## config.mk

```make
export PLATFORM = sky130hd
export DESIGN_NAME = tcp_session_ctl
export DESIGN_NICKNAME = d
export VERILOG_FILES = /design/src/rtl/tcp_session_ctl.sv
export SDC_FILE = /design/constraint.sdc
export NUM_CORES = 1
export LEC_CHECK = 0
export BUFFER_PORTS_ARGS = -buffer_cell sky130_fd_sc_hd__buf_2
export CORE_UTILIZATION = 40
export CTS_BUF_LIST = sky130_fd_sc_hd__clkbuf_4
export DETAILED_ROUTE_END_ITERATION = 10
export GPL_TIMING_DRIVEN = 1
export HOLD_SLACK_MARGIN = 0.15
export PLACE_DENSITY_LB_ADDON = 0.08
export SLEW_MARGIN = 20
export SYNTH_ARGS = -nofsm -noshare
export SYNTH_HDL_FRONTEND = slang
export SYNTH_SLANG_ARGS = --single-unit
```

## constraint.sdc

```tcl
create_clock -name clk -period 2.8 [get_ports clk]
set_clock_uncertainty 0.2 [all_clocks]
set_input_delay 0.42 -clock clk [delete_from_list [all_inputs] [get_ports clk]]
set_output_delay 0.42 -clock clk [all_outputs]
set_load 0.01 [all_outputs]
```

## src/rtl/tcp_session_ctl.sv

```systemverilog
// Session command sequencer for the TCP stack control/status interface.
// Issues one stack strobe per command and tracks status until done, fail or timeout, with retries.
module tcp_session_ctl #(
  parameter int unsigned TIMEOUT_TICKS = 125000000,
  parameter int unsigned MAX_RETRY     = 3,
  parameter int unsigned TMR_W         = 32,
  parameter int unsigned RTY_W         = 2
) (
  input  logic             clk,
  input  logic             rst,
  input  logic             cmd_val,
  input  logic [1:0]       cmd_op,
  output logic             cmd_rdy,
  output logic             tcp_connect_addr,
  output logic             tcp_connect_name,
  output logic             tcp_listen,
  output logic             tcp_disconnect,
  input  logic             tcp_status_idle,
  input  logic             tcp_status_wait_dns,
  input  logic             tcp_status_listening,
  input  logic             tcp_status_connecting,
  input  logic             tcp_status_connected,
  input  logic             tcp_status_disconnecting,
  output logic             busy,
  output logic             done,
  output logic             fail,
  output logic [RTY_W-1:0] retry_cnt
);

  typedef enum logic [2:0] {StIdle, StIssue, StWait, StAbort, StAbortWait} state_e;

  localparam logic [TMR_W-1:0] TmrLast = TMR_W'(TIMEOUT_TICKS - 1);
  localparam logic [RTY_W-1:0] RtyMax  = RTY_W'(MAX_RETRY);
  localparam logic [3:0]       StrbDisc = 4'b1000;

  state_e           state_q, state_d;
  logic [1:0]       op_q, op_d;
  logic [TMR_W-1:0] tmr_q, tmr_d;
  logic [RTY_W-1:0] rty_q, rty_d;
  logic             left_idle_q, left_idle_d;
  logic [3:0]       strb_q, strb_d;  // {disconnect, listen, connect_name, connect_addr}
  logic             done_q, done_d;
  logic             fail_q, fail_d;
  logic             busy_q, busy_d;
  logic             cmd_rdy_q, cmd_rdy_d;

  logic op_ok, stack_active, timeout;

  // Status lines are one-hot, so any non-idle line means the stack has left idle.
  assign stack_active = tcp_status_wait_dns | tcp_status_listening | tcp_status_connecting |
                        tcp_status_connected | tcp_status_disconnecting;
  assign timeout      = (tmr_q == TmrLast);

  always_comb begin
    unique case (op_q)
      2'd0, 2'd1: op_ok = tcp_status_connected;
      2'd2:       op_ok = tcp_status_listening;
      default:    op_ok = tcp_status_idle;
    endcase
  end

  always_comb begin
    state_d     = state_q;
    op_d        = op_q;
    tmr_d       = tmr_q;
    rty_d       = rty_q;
    left_idle_d = left_idle_q;
    strb_d      = '0;
    done_d      = 1'b0;
    fail_d      = 1'b0;
    busy_d      = busy_q;
    cmd_rdy_d   = cmd_rdy_q;

    case (state_q)
      StIdle: begin
        if (cmd_val && cmd_rdy_q) begin
          op_d  = cmd_op;
          rty_d = '0;
          if (cmd_op != 2'd3 && !tcp_status_idle) begin
            fail_d = 1'b1;
          end else begin
            strb_d    = 4'b0001 << cmd_op;
            state_d   = StIssue;
            busy_d    = 1'b1;
            cmd_rdy_d = 1'b0;
          end
        end
      end
      StIssue: begin
        tmr_d       = '0;
        left_idle_d = 1'b0;
        state_d     = StWait;
      end
      StWait: begin
        tmr_d = tmr_q + 1'b1;
        if (stack_active) left_idle_d = 1'b1;
        if (op_ok) begin
          done_d    = 1'b1;
          state_d   = StIdle;
          busy_d    = 1'b0;
          cmd_rdy_d = 1'b1;
        end else if (op_q == 2'd3) begin
          if (timeout) begin
            fail_d    = 1'b1;
            state_d   = StIdle;
            busy_d    = 1'b0;
            cmd_rdy_d = 1'b1;
          end
        end else if ((tcp_status_idle && left_idle_q) || timeout) begin
          strb_d  = StrbDisc;
          state_d = StAbort;
        end
      end
      StAbort: begin
        tmr_d   = '0;
        state_d = StAbortWait;
      end
      StAbortWait: begin
        tmr_d = tmr_q + 1'b1;
        if (tcp_status_idle && rty_q < RtyMax) begin
          rty_d   = rty_q + 1'b1;
          strb_d  = 4'b0001 << op_q;
          state_d = StIssue;
        end else if (tcp_status_idle || timeout) begin
          fail_d    = 1'b1;
          state_d   = StIdle;
          busy_d    = 1'b0;
          cmd_rdy_d = 1'b1;
        end
      end
      default: begin
        state_d   = StIdle;
        busy_d    = 1'b0;
        cmd_rdy_d = 1'b1;
      end
    endcase
  end

  always_ff @(posedge clk or posedge rst) begin
    if (rst) begin
      state_q     <= StIdle;
      op_q        <= 2'd0;
      tmr_q       <= '0;
      rty_q       <= '0;
      left_idle_q <= 1'b0;
      strb_q      <= '0;
      done_q      <= 1'b0;
      fail_q      <= 1'b0;
      busy_q      <= 1'b0;
      cmd_rdy_q   <= 1'b1;
    end else begin
      state_q     <= state_d;
      op_q        <= op_d;
      tmr_q       <= tmr_d;
      rty_q       <= rty_d;
      left_idle_q <= left_idle_d;
      strb_q      <= strb_d;
      done_q      <= done_d;
      fail_q      <= fail_d;
      busy_q      <= busy_d;
      cmd_rdy_q   <= cmd_rdy_d;
    end
  end

  assign tcp_connect_addr = strb_q[0];
  assign tcp_connect_name = strb_q[1];
  assign tcp_listen       = strb_q[2];
  assign tcp_disconnect   = strb_q[3];
  assign done             = done_q;
  assign fail             = fail_q;
  assign busy             = busy_q;
  assign cmd_rdy          = cmd_rdy_q;
  assign retry_cnt        = rty_q;

endmodule

```

* Word-level counts from Yosys, hierarchy flattened *
Index checks and enable logic that the tools add are counted.

storage, ports and cells
  flip-flop bits (word level) = 48
  bits of input ports = 11
  output and inout bits = 10
  logic and storage cells = 109

operators by class
  add/subtract/negate cells = 2
  $lt $le $gt $ge = 1
  equal/unequal tests = 20
  shifts and indexed selects = 2
  muxes and demuxes = 49
  bitwise logic cells = 5
  reduce and logical (&&, ||, !) cells = 20

operators with widths
  cell                                             count
  one-hot mux 32 bit (2 select lines)              1
  adder 32 x 1 -> 32 bit, second input constant    1
  == test 32 x 27 -> 1 bit, second input constant  1
  two-way mux 1 bit                                24
  two-way mux 3 bit                                8
  two-way mux 4 bit                                6
  one-hot mux 3 bit (5 select lines)               1
  != test 2 bit, second input constant             7
  one-hot mux 4 bit (3 select lines)               1
  != test 3 bit, second input constant             3
  != test 4 bit, second input constant             2
  one-hot mux 1 bit (4 select lines)               2
  left shift 1 x 2 -> 4 bit, first input constant  2
  AND reduction 7 bit                              1
  == test 3 x 2 -> 1 bit, second input constant    2
  nonzero test 2 bit                               3
  OR reduction 2 bit                               3
  AND reduction 5 bit                              1
  == test 2 bit, second input constant             2
  logical AND 1 bit                                4
  two-way mux 2 bit                                2
  bitwise OR 1 bit                                 4
  one-hot mux 1 bit (2 select lines)               2
  one-hot mux 2 bit (2 select lines)               1
  other kinds (13)                                 15

* Depth between registers and ports, before layout *
Gate-level depths: netlist (run 1).

  depth in word-level cells = 6
  gate-level depth with buffers = 6
  depth with buffers taken out = 6

* Worst setup path before layout (run 1) *
No wires, ideal clock.

  path kind = flip-flop to flip-flop
  start point = reg tmr_q[0]
  end point = reg tmr_q[30]
  setup time = 0.079 ns
  arrival time = 1.717 ns
  data required time = 2.521 ns
  setup slack = 0.804 ns
  cell stages (with the launch flop) = 7
  period minus slack after synthesis = 1.996 ns
  cell sequence = dfrtp_1 ha_1 nand3_1 nor3_4 nand4_2 nor3_2 mux2i_1

between the ends
  cells in the longest elaborated chain, start to end = 2

RTL lines
  item                                 RTL line  RTL
  start: declaration                   38        logic [TMR_W-1:0] tmr_q, tmr_d;
  start signal: assignment             154       tmr_q <= tmr_d;
  adder 32 x 1 -> 32 bit               95, 119
  one-hot mux 32 bit (2 select lines)  74        case (state_q)

Every way passes these cells.
A chain may end at the register's enable or synchronous reset.

* Final worst setup path (run 1) *
Ends and elaborated chain as after synthesis.

==> results of run 1 <==
## through the flow
stage	std cells	cell area [um2]
6_report	390	3004
3_3_place_gp	379	2894
2_1_floorplan	288	2693
4_1_cts	390	3004
3_5_place_dp	379	2894
5_1_grt	390	3004
## final timing paths
| kind | end | depth (start not counted) |
|---|---|---|
| max | tmr_q[30]$_DFFE_PP0P_ | 6 |
| min | done$_DFF_PP0_ | 3 |
| max reg2reg | tmr_q[30]$_DFFE_PP0P_ | 6 |
| min reg2reg | tmr_q[31]$_DFFE_PP0P_ | 1 |
| max in group asynchronous | cmd_rdy$_DFFE_PP1P_ | 4 |
| min in group asynchronous | tmr_q[16]$_DFFE_PP0P_ | 3 |
## metal layers
layer | vias to the layer above | global-route usage
li1 | 1116 | -
met1 | 1047 | 0.2770
met2 | 42 | 0.2615
met3 | 4 | 0.02473
met4 | 0 | 0.05643
met5 | - | 0
## what timing repair did
item	CTS	global route
setup endpoints to repair	0	0
hold buffers	3	0
resized for setup	0	0
hold endpoints to repair	25	0
## sequential cells by signal (all words and copies together), names as in the netlist
signal	flops
retry_cnt	2
state_q	3
cmd_rdy	1
done	1
fail	1
left_idle_q	1
strb_q	4
busy	1
op_q	2
tmr_q	32
## report_power, final
group          internal [W]  switching (W)  leakage, nW
clock              0.000197       0.000223       0.0456
combinational      0.000281       0.000470        0.588
sequential         0.000799       0.000119        0.650
## final cells by class
cell class                 instances  area share
clock inverter                     2     0.01166
multi-input combinational        219      0.4661
inverter                           8    0.009996
clock buffer                       6     0.01499
tap                               77     0.03207
timing repair buffer              30     0.06497
sequential                        48      0.4002
## Yosys cell counts (3+ instances only)
cell type	count
nor3_2	3
nand2_1	44
buf_2	3
o21a_1	3
o21ai_1	12
a21oi_1	10
nand3b_1	5
inv_1	8
mux2i_1	13
o22ai_1	3
nand3_1	23
nand4_1	5
nand2b_1	3
o21ai_0	8
nor2_1	11
nor3_1	9
clkbuf_1	6
and3_1	3
o211ai_1	11
nor3_4	3
o31ai_1	10
dfrtp_1	47
## cell families after synthesis
kind of cell / after synthesis
AOI/OAI and AO/OA: 69
xor gates and xnor gates: 2
adders and majority gates: 2
buffers and inverters: 21
DFF: 48
muxes: 13
and+or+nand+nor: 133
## tightest hold or removal path, delay by kind of cell
kind / cells / cell delay (ns)
compound gates: 1 / 0.09
buf+inv: 1 / 0.11
simple gates: 1 / 0.12
==> flow_metrics.py, run 1 <==
metrics = {
    "critical_path": {
        "endpoint_kind": "register",
        "cp_cell_sequence": "ha_1, nand3_1, nor3_4, nand4_2, nor3_2, mux2i_1",
        "start_kind": "register",
        "critPathRequiredTime_ns": 2.91,
        "critPathArrivalTime_ns": 2.36,
        "crit_path_top_delay_cell": "dfrtp_1",
        "cp_slowest_stage_delay_ns": 0.46,
        "worstPathMaxFanout": 9,
        "cp-startpoint": "tmr_q[0]$_DFFE_PP0P_",
        "r2r_start": "tmr_q[0]$_DFFE_PP0P_",
        "path_buf_inv": 0,
        "cp_top_family": "simple AND/OR/NAND/NOR gates",
        "criticalPathCategory": "register to register",
        "rrSetupSlack_ns": 0.55,
    },
    "global_route": {
        "grt-ovfl-total": 0,
        "grt_pass1_wl_um": 10300,
        "grt_max_degree": 28,
        "grt_usage": 0.1809,
        "antenna_found_initial": 0,
        "grt_pass1_vias": 2112,
    },
    "detailed_routing": {
        "dr_wl_met3_um": 205,
        "num_vias": 2209,
        "dr.pass1.iters": 8,
        "drt_iter0_markers": 136,
        "met2_length_um": 2444,
        "drcViolationCount": 3,
        "wl_met1_um": 3209,
        "drtAntennaViolNets": 0,
        "drt_wl_total_um": 5909,
        "vias_per_cell": 5.664,
        "maxUsedRoutingLayer": "met4",
        "routedWlPerCell_um": 15.15,
    },
    "synthesis": {
        "synth_top_family_by_area": "simple AND/OR/NAND/NOR gates",
        "yosysTopAreaCellShare": 0.4368,
        "synthFlopType": "dfrtp_1",
        "netlist_instances": 288,
        "muxShareOfSynthArea": 0.04833,
        "synth_edf_count": 0,
        "synth_compound_area_frac": 0.1673,
        "synth-xor-area-share": 0.006506,
        "synth_cell_types": 56,
        "syn_area_mm2": 0.002693,
        "ys_seq_area_frac": 0.4466,
        "ys.warnings.count": 0,
        "syn-num-nets": 301,
        "synth_seq_cells": 48,
        "synth_area_leader_cell": "dfrtp_1",
        "yosys.area_share.simple": 0.2886,
        "synth_area_leaders": "dfrtp_1 (44%), nand2_1 (6.1%), mux2i_1 (4.8%), nand3_1 (4.3%), o211ai_1 (3.1%)",
        "synth.avg_cell_area_um2": 9.349,
        "async_reset_ff_frac": 1.000,
        "synthAdderAreaFrac": 0.009294,
    },
    "layout": {
        "final-seq-area_mm2": 0.001202,
        "area_delta_synth_final_pct": 11.57,
        "final_common_cell": "dfrtp_1",
        "fillers": 616,
        "final_cell_mix": "dfrtp_1 (47), nand2_1 (44), nand3_1 (23), buf_2 (20), mux2i_1 (13)",
        "num_antenna_cells": 0,
        "multiInputGateArea_mm2": 0.001400,
        "nets": 325,
        "drive_gt1_frac": 0.1661,
        "post-route-util": 0.4678,
    },
    "floorplan": {
        "rows": 29,
        "die_h_um": 84.05,
        "pin_count": 21,
        "fp.dieW_um": 84.05,
        "core_area_mm2": 0.006422,
        "die_area_mm2": 0.007064,
        "start_util": 0.4192,
    },
    "clock_network": {
        "cts-root-buf": "clkbuf_4",
        "cts.htree.levels": 2,
        "cts_setup_buffers": 0,
        "cts_buffers": 5,
        "clock-sinks": 48,
        "clkLatencyLatePin_ns": 0.37,
        "cts_tree": "built",
        "clockBufferDepth": 2,
        "path_clk_slew_ns": 0.15,
    },
    "outcome": {
        "violations": "DRC",
        "status": "finished, violations left",
    },
    "place": {
        "place_ws_ns": 0.5375,
        "hpwl_um": 4225,
        "numPortBuffers": 20,
        "place_congestion": 0.7654,
    },
    "timing": {
        "slew_headroom": 0.6314,
        "setup_ws_ns": 0.5477,
        "finalHoldViolCount": 0,
        "rsz0062_at_grt": "false",
        "drv_slew": 0,
        "setup_tns_ns": 0,
        "worst_pin_slew_ns": 0.5489,
        "fin_crit_sh": 0.8044,
        "hold_ws_ns": 0.2126,
        "fin_crit_ns": 2.252,
        "max_freq_mhz": 444.0,
        "finalSetupViolCount": 0,
    },
    "power_and_ir_drop": {
        "pwr_density_cell_mw_per_mm2": 695.3,
        "p_leak_nw": 1.283,
        "finalPower_w": 0.002089,
        "ir_drop_uv": 339.7,
    },
    "hold_path": {
        "min_path_type": "input pin to register",
        "hp-start": "tcp_status_connected",
    },
    "flow_run": {
        "drv_cap": 0,
    },
}
Power figures use the tool's default switching activity.
==> run 2: changes to the inputs <==
--- a/config.mk
+++ b/config.mk
@@ -5,6 +5,7 @@
 export SDC_FILE = /design/constraint.sdc
 export NUM_CORES = 1
 export LEC_CHECK = 0
+export ABC_AREA = 1
 export BUFFER_PORTS_ARGS = -buffer_cell sky130_fd_sc_hd__buf_2
 export CORE_UTILIZATION = 40
 export CTS_BUF_LIST = sky130_fd_sc_hd__clkbuf_4
==> constraint.sdc (replaced) <==
create_clock -name clk -period 2.1 [get_ports clk]
set_clock_uncertainty 0.2 [all_clocks]
set_input_delay 0.315 -clock clk [delete_from_list [all_inputs] [get_ports clk]]
set_output_delay 0.315 -clock clk [all_outputs]
set_load 0.01 [all_outputs]
==> run 2 against run 1 <==
The run now ends clean. Highest routed layer unchanged. Global-route usage grew 2.0 points. Fmax grew 17%. Sequential cell count is the same. Clock power grew 9.3%. First-iteration DRC count shrank 6.6%.
==> flow_metrics.py, run 2 <==
metrics = {
    "synthesis": {
        "ys.warnings.count": 0,
        "synth_area_leaders": "dfrtp_1 (42%), nand2_1 (13%), nand3_1 (6.6%), nor2_1 (6.3%), inv_1 (5.5%)",
        "synth_edf_count": 0,
        "ys_seq_area_frac": 0.4296,
        "syn_area_mm2": 0.002799,
        "async_reset_ff_frac": 1.000,
        "synth_seq_cells": 48,
        "netlist_instances": 386,
        "synth_area_leader_cell": "dfrtp_1",
        "synth_most_common_cell": "nand2_1",
        "synth_cell_types": 30,
        "synthFlopType": "dfrtp_1",
        "synth_common_cells": "nand2_1 (96), dfrtp_1 (47), nor2_1 (47)",
        "synth.avg_cell_area_um2": 7.251,
        "yosysTopAreaCellShare": 0.4202,
        "syn-num-nets": 399,
    },
    "clock_network": {
        "path_clk_slew_ns": 0.15,
        "cts.htree.levels": 2,
        "clkLatencyLatePin_ns": 0.38,
        "clockBufferDepth": 2,
        "clock-sinks": 48,
        "cts_buffers": 5,
        "cts_setup_buffers": 0,
        "cts-root-buf": "clkbuf_4",
        "cts_tree": "built",
    },
    "floorplan": {
        "core_area_mm2": 0.006794,
        "die_area_mm2": 0.007336,
        "die_h_um": 85.65,
        "start_util": 0.4120,
        "rows": 30,
        "fp.dieW_um": 85.65,
        "pin_count": 21,
    },
    "power_and_ir_drop": {
        "pwr-share-seq": 0.470,
        "p_comb_frac": 0.343,
        "power.internal_w": 0.001446,
        "pwr-share-clk": 0.188,
        "ir_drop_uv": 528.5,
        "p_leak_nw": 1.417,
        "switchingPower_w": 0.0009972,
        "pwr_density_cell_mw_per_mm2": 768.3,
        "swShare": 0.4081,
        "finalPower_w": 0.002444,
    },
    "critical_path": {
        "criticalPathCategory": "register to register",
        "crit_path_top_delay_cell": "dfrtp_1",
        "start_kind": "register",
        "reg2regPathDepth": 10,
        "worstPathMaxFanout": 6,
        "critPathRequiredTime_ns": 2.18,
        "timing.critical_path.mode_cell": "nand2_1",
        "path_buf_inv": 0,
        "cp_top_family": "simple AND/OR/NAND/NOR gates",
        "cp_cell_sequence": "ha_1, nand2_1, nor2_2, nand3_1, nor2_1, nand2_2, nand3_2, nand3_2, nand2_1, nand2_1",
        "critPathArrivalTime_ns": 2.00,
        "cp-startpoint": "tmr_q[0]$_DFFE_PP0P_",
        "rrSetupSlack_ns": 0.17,
        "cp_slowest_stage_delay_ns": 0.45,
        "cp_num_cells": 10,
        "r2r_start": "tmr_q[0]$_DFFE_PP0P_",
        "timing.rr.end": "busy$_DFFE_PP0P_",
        "endpoint_kind": "register",
        "critPathCapture": "busy$_DFFE_PP0P_",
    },
    "layout": {
        "final_common_cell": "nand2_1",
        "top_regs": "tmr_q x32, strb_q x4, state_q x3",
        "post-route-util": 0.4681,
        "stdcell_count": 517,
        "drive_gt1_frac": 0.1568,
        "largest_register": "tmr_q",
        "largest_reg_flops": 32,
        "num_antenna_cells": 0,
        "area_delta_synth_final_pct": 13.63,
        "final_cell_mix": "nand2_1 (94), nor2_1 (47), dfrtp_1 (47), inv_1 (40), nand3_1 (37)",
        "nets": 433,
    },
    "detailed_routing": {
        "vias_per_cell": 5.077,
        "drt_iter0_markers": 127,
        "drt_wl_total_um": 6885,
        "dr.pass1.iters": 4,
        "drcViolationCount": 0,
        "routedWlPerCell_um": 13.32,
        "drtAntennaViolNets": 0,
        "num_vias": 2625,
    },
    "timing": {
        "setup_tns_ns": 0,
        "slew_headroom": 0.7022,
        "drv_slew": 0,
        "setup_ws_ns": 0.1742,
        "max_freq_mhz": 519.3,
        "worst_pin_slew_ns": 0.4461,
        "finalHoldViolCount": 0,
        "fin_crit_ns": 1.926,
        "rsz0062_at_grt": "false",
        "fin_crit_sh": 0.9170,
        "finalSetupViolCount": 0,
    },
    "global_route": {
        "grt-ovfl-total": 0,
        "grt_pass1_vias": 2441,
        "grt_usage": 0.2014,
        "grt_max_degree": 30,
        "grt_pass1_wl_um": 11650,
        "antenna_found_initial": 0,
    },
    "outcome": {
        "status": "finished clean",
    },
    "hold_path": {
        "min_path_type": "input pin to register",
        "hold_depth": 5,
        "hp-start": "cmd_val",
    },
    "place": {
        "hpwl_um": 5223,
        "place_congestion": 0.8820,
        "place_ws_ns": 0.1644,
        "place_inst": 503,
        "numPortBuffers": 20,
    },
    "flow_run": {
        "drv_cap": 0,
    },
}
[run 2: layout make-up]
class	instances	area, um2
Tap cell	96	120.1
Clock buffer	7	52.55
Sequential cell	48	1202
Fill cell	708	3613
Inverter	49	183.9
Timing Repair Buffer	31	210.2
Multi-Input combinational cell	285	1406
Clock inverter	1	5.005
[run 2: routing by layer]
metal	wire (um)	vias to the layer above	global-route usage
met5	0	-	0
met4	80	0	0.06818
met3	186	6	0.02887
met2	3008	38	0.3105
met1	3610	1239	0.2907
li1	-	1342	-
[run 2: what timing repair did]
action,4_1_cts,5_1_grt
hold buffers,6,0
resized for setup,0,4
setup endpoints to repair,0,6
endpoints found under the hold margin,54,0
[run 2: per-stage QoR]
stage          hold slack [ns]  cell area (um2)
2_1_floorplan           0.2197             2799
3_3_place_gp            0.1527             3047
3_5_place_dp            0.1574             3047
4_1_cts                 0.1827             3164
5_1_grt                 0.2037             3181
6_report                0.1884             3181
[run 2: worst register-to-register path, cell delays in order (launching register included)]
cell and delay [ns]:
dfrtp_1 0.45, ha_1 0.21, nand2_1 0.09, nor2_2 0.16
nand3_1 0.09, nor2_1 0.16, nand2_2 0.13, nand3_2 0.14
nand3_2 0.09, nand2_1 0.06, nand2_1 0.04
[run 2: kinds of logic after synthesis]
| logic type | after synthesis | share of synthesized area |
|---|---|---|
| AOI/OAI and AO/OA | 56 | 0.1135 |
| xor gates and xnor gates | 2 | 0.006260 |
| adders and majority gates | 2 | 0.008939 |
| buffers and inverters | 53 | 0.07376 |
| DFF | 48 | 0.4296 |
| muxes | 1 | 0.003576 |
| and+or+nand+nor | 224 | 0.3643 |
[run 2: worst min path at each step]
stage                                      to  slack [ns]
after floorplan           strb_q[0]$_DFF_PP0_        0.22
after global placement    strb_q[2]$_DFF_PP0_        0.15
after detailed placement  strb_q[2]$_DFF_PP0_        0.16
after CTS                 op_q[0]$_DFFE_PP0P_        0.18
after global routing      op_q[1]$_DFFE_PP0P_        0.20
final                     op_q[0]$_DFFE_PP0P_        0.19
[run 2: power by group through the flow]
stage	logic [W]	registers [W]	clock network [W]
floorplan	0.000579	0.00117	0
global placement	0.000829	0.00116	0
detailed placement	0.000832	0.00116	0
CTS	0.000840	0.00115	0.000470
global route	0.000946	0.00117	0.000500
finish	0.000837	0.00115	0.000459
==> run 3: changes to the inputs <==
--- a/config.mk
+++ b/config.mk
@@ -8,7 +8,7 @@
 export ABC_AREA = 1
 export BUFFER_PORTS_ARGS = -buffer_cell sky130_fd_sc_hd__buf_2
 export CORE_UTILIZATION = 40
-export CTS_BUF_LIST = sky130_fd_sc_hd__clkbuf_4
+export CTS_BUF_LIST = sky130_fd_sc_hd__clkbuf_16
 export DETAILED_ROUTE_END_ITERATION = 10
 export GPL_TIMING_DRIVEN = 1
 export HOLD_SLACK_MARGIN = 0.15
@@ -17,3 +17,4 @@
 export SYNTH_ARGS = -nofsm -noshare
 export SYNTH_HDL_FRONTEND = slang
 export SYNTH_SLANG_ARGS = --single-unit
+export TNS_END_PERCENT = 1
==> run 3 against run 2 <==
Critical path depth stayed put. Combinational power hardly changed. Global-route usage is 0.24 points lower. Power is 12% higher.
==> flow_metrics.py, run 3 (same netlist as run 2, synthesis figures left out) <==
metrics = {
    "outcome": {
        "status": "finished clean",
    },
    "place": {
        "numPortBuffers": 20,
        "place_inst": 503,
        "hpwl_um": 5223,
        "place_congestion": 0.8820,
    },
    "layout": {
        "num_antenna_cells": 0,
        "largest_reg_flops": 32,
        "fillers": 697,
        "top_regs": "tmr_q x32, strb_q x4, state_q x3",
        "area_delta_synth_final_pct": 15.06,
        "final_common_cell": "nand2_1",
        "final_cell_mix": "nand2_1 (96), nor2_1 (47), dfrtp_1 (47), inv_1 (42), nand3_1 (37)",
        "nets": 430,
        "drive_gt1_frac": 0.1483,
        "largest_register": "tmr_q",
        "stdcell_count": 514,
    },
    "floorplan": {
        "start_util": 0.4120,
        "rows": 30,
        "die_h_um": 85.65,
        "die_area_mm2": 0.007336,
        "pin_count": 21,
        "core_area_mm2": 0.006794,
        "fp.dieW_um": 85.65,
    },
    "timing": {
        "max_freq_mhz": 516.6,
        "finalSetupViolCount": 0,
        "rsz0062_at_grt": "false",
        "slew_headroom": 0.7030,
        "drv_slew": 0,
        "fin_crit_ns": 1.936,
        "fin_crit_sh": 0.9218,
        "worst_pin_slew_ns": 0.4449,
        "setup_tns_ns": 0,
        "finalHoldViolCount": 0,
    },
    "detailed_routing": {
        "drtAntennaViolNets": 0,
        "wl_met1_um": 3544,
        "dr_wl_met3_um": 224,
        "drt_iter0_markers": 114,
        "drt_wl_total_um": 6796,
        "met2_length_um": 2968,
        "drcViolationCount": 0,
        "dr.pass1.iters": 4,
        "vias_per_cell": 5.053,
        "num_vias": 2597,
        "maxUsedRoutingLayer": "met4",
        "routedWlPerCell_um": 13.22,
    },
    "critical_path": {
        "worstPathMaxFanout": 6,
        "timing.critical_path.mode_cell": "nand2_1",
        "critPathArrivalTime_ns": 1.91,
        "endpoint_kind": "register",
        "cp_cell_sequence": "ha_1, nand2_1, nor2_2, nand3_1, nor2_1, nand2_1, nand3_2, nand3_2, nand2_1, nand2_1",
        "start_kind": "register",
        "criticalPathCategory": "register to register",
        "crit_path_top_delay_cell": "dfrtp_1",
        "cp_slowest_stage_delay_ns": 0.42,
        "critPathRequiredTime_ns": 2.08,
    },
    "power_and_ir_drop": {
        "pwr-share-seq": 0.418,
        "ir_drop_uv": 556.6,
        "pwr_density_cell_mw_per_mm2": 852.8,
        "swShare": 0.3744,
        "p_comb_frac": 0.304,
        "finalPower_w": 0.002747,
        "pwr-share-clk": 0.278,
        "power.internal_w": 0.001718,
        "switchingPower_w": 0.001028,
        "p_leak_nw": 1.441,
    },
    "global_route": {
        "grt_max_degree": 30,
        "grt_usage": 0.1990,
        "grt-ovfl-total": 0,
        "antenna_found_initial": 0,
        "grt_pass1_wl_um": 11550,
        "grt_pass1_vias": 2425,
    },
    "clock_network": {
        "clkLatencyLatePin_ns": 0.29,
        "clock-sinks": 48,
        "cts_setup_buffers": 0,
        "cts_tree": "built",
        "cts-root-buf": "clkbuf_16",
        "cts.htree.levels": 2,
        "clockBufferDepth": 2,
        "path_clk_slew_ns": 0.07,
        "cts_buffers": 5,
    },
    "hold_path": {
        "min_path_type": "input pin to register",
    },
    "flow_run": {
        "drv_cap": 0,
    },
}
## run 3: changes by cell type in the layout (fill, tap and decap cells not counted), sizes merged
cell	before	now
dlygate4sd3	6	3
inv	49	51
clkbuf	7	5
## run 3: area by class of cell
class	count	area (um2)	share of cell area
tap	96	120.1	0.03730
timing repair buffer	28	180.2	0.05594
clock inverter	3	12.51	0.003885
sequential	48	1202	0.3733
multi-input combinational	285	1396	0.4336
inverter	49	183.9	0.05711
clock buffer	5	125.1	0.03885
## run 3: power groups by stage
stage | Clock [W] | Sequential (W) | Combinational, W
2_1_floorplan | 0 | 0.00117 | 0.000579
3_3_place_gp | 0 | 0.00116 | 0.000829
3_5_place_dp | 0 | 0.00116 | 0.000832
4_1_cts | 0.000785 | 0.00115 | 0.000837
5_1_grt | 0.000811 | 0.00117 | 0.000942
6_report | 0.000762 | 0.00115 | 0.000836
## run 3: through the flow
step / setup WS [ns] / util / hold slack, ns / area, um2
2_1_floorplan: 0.4238 / - / 0.2197 / 2799
3_3_place_gp: 0.2368 / 0.4484 / 0.1527 / 3047
3_5_place_dp: 0.1644 / 0.4484 / 0.1574 / 3047
4_1_cts: 0.1645 / 0.4731 / 0.1563 / 3214
5_1_grt: 0.0001938 / 0.4740 / 0.1815 / 3221
6_report: 0.1642 / 0.4740 / 0.1664 / 3221
## run 3: path summary, 6_finish.rpt
| path | endpoint | cells past startpoint | slack (ns) | start |
|---|---|---|---|---|
| worst max-delay path | busy$_DFFE_PP0P_ | 10 | 0.16 | tmr_q[0]$_DFFE_PP0P_ |
| worst min-delay path | left_idle_q$_DFFE_PP0P_ | 3 | 0.17 | tcp_status_connected |
| worst max register to register | busy$_DFFE_PP0P_ | 10 | 0.16 | tmr_q[0]$_DFFE_PP0P_ |
| worst min register to register | cmd_rdy$_DFFE_PP1P_ | 2 | 0.27 | cmd_rdy$_DFFE_PP1P_ |
| max in group asynchronous | cmd_rdy$_DFFE_PP1P_ | 4 | 0.74 | rst |
| min in group asynchronous | tmr_q[7]$_DFFE_PP0P_ | 3 | 0.38 | rst |
## run 3: routing by layer
metal	vias up	track usage
met4	0	0.05455
li1	1332	-
met5	-	0
met1	1219	0.2909
met3	5	0.03176
met2	41	0.3062
## run 3: worst max-delay path, delay by kind of cell, from the launching register on
family,cells,cell delay [ns]
adders and majority gates,1,0.22
DFF,1,0.42
and+or+nand+nor,9,0.98
## run 3: timing repair
item	4_1_cts	5_1_grt
endpoints found under the setup margin	0	3
gates resized for setup	0	1
hold endpoints to repair	24	0
hold buffers	3	0
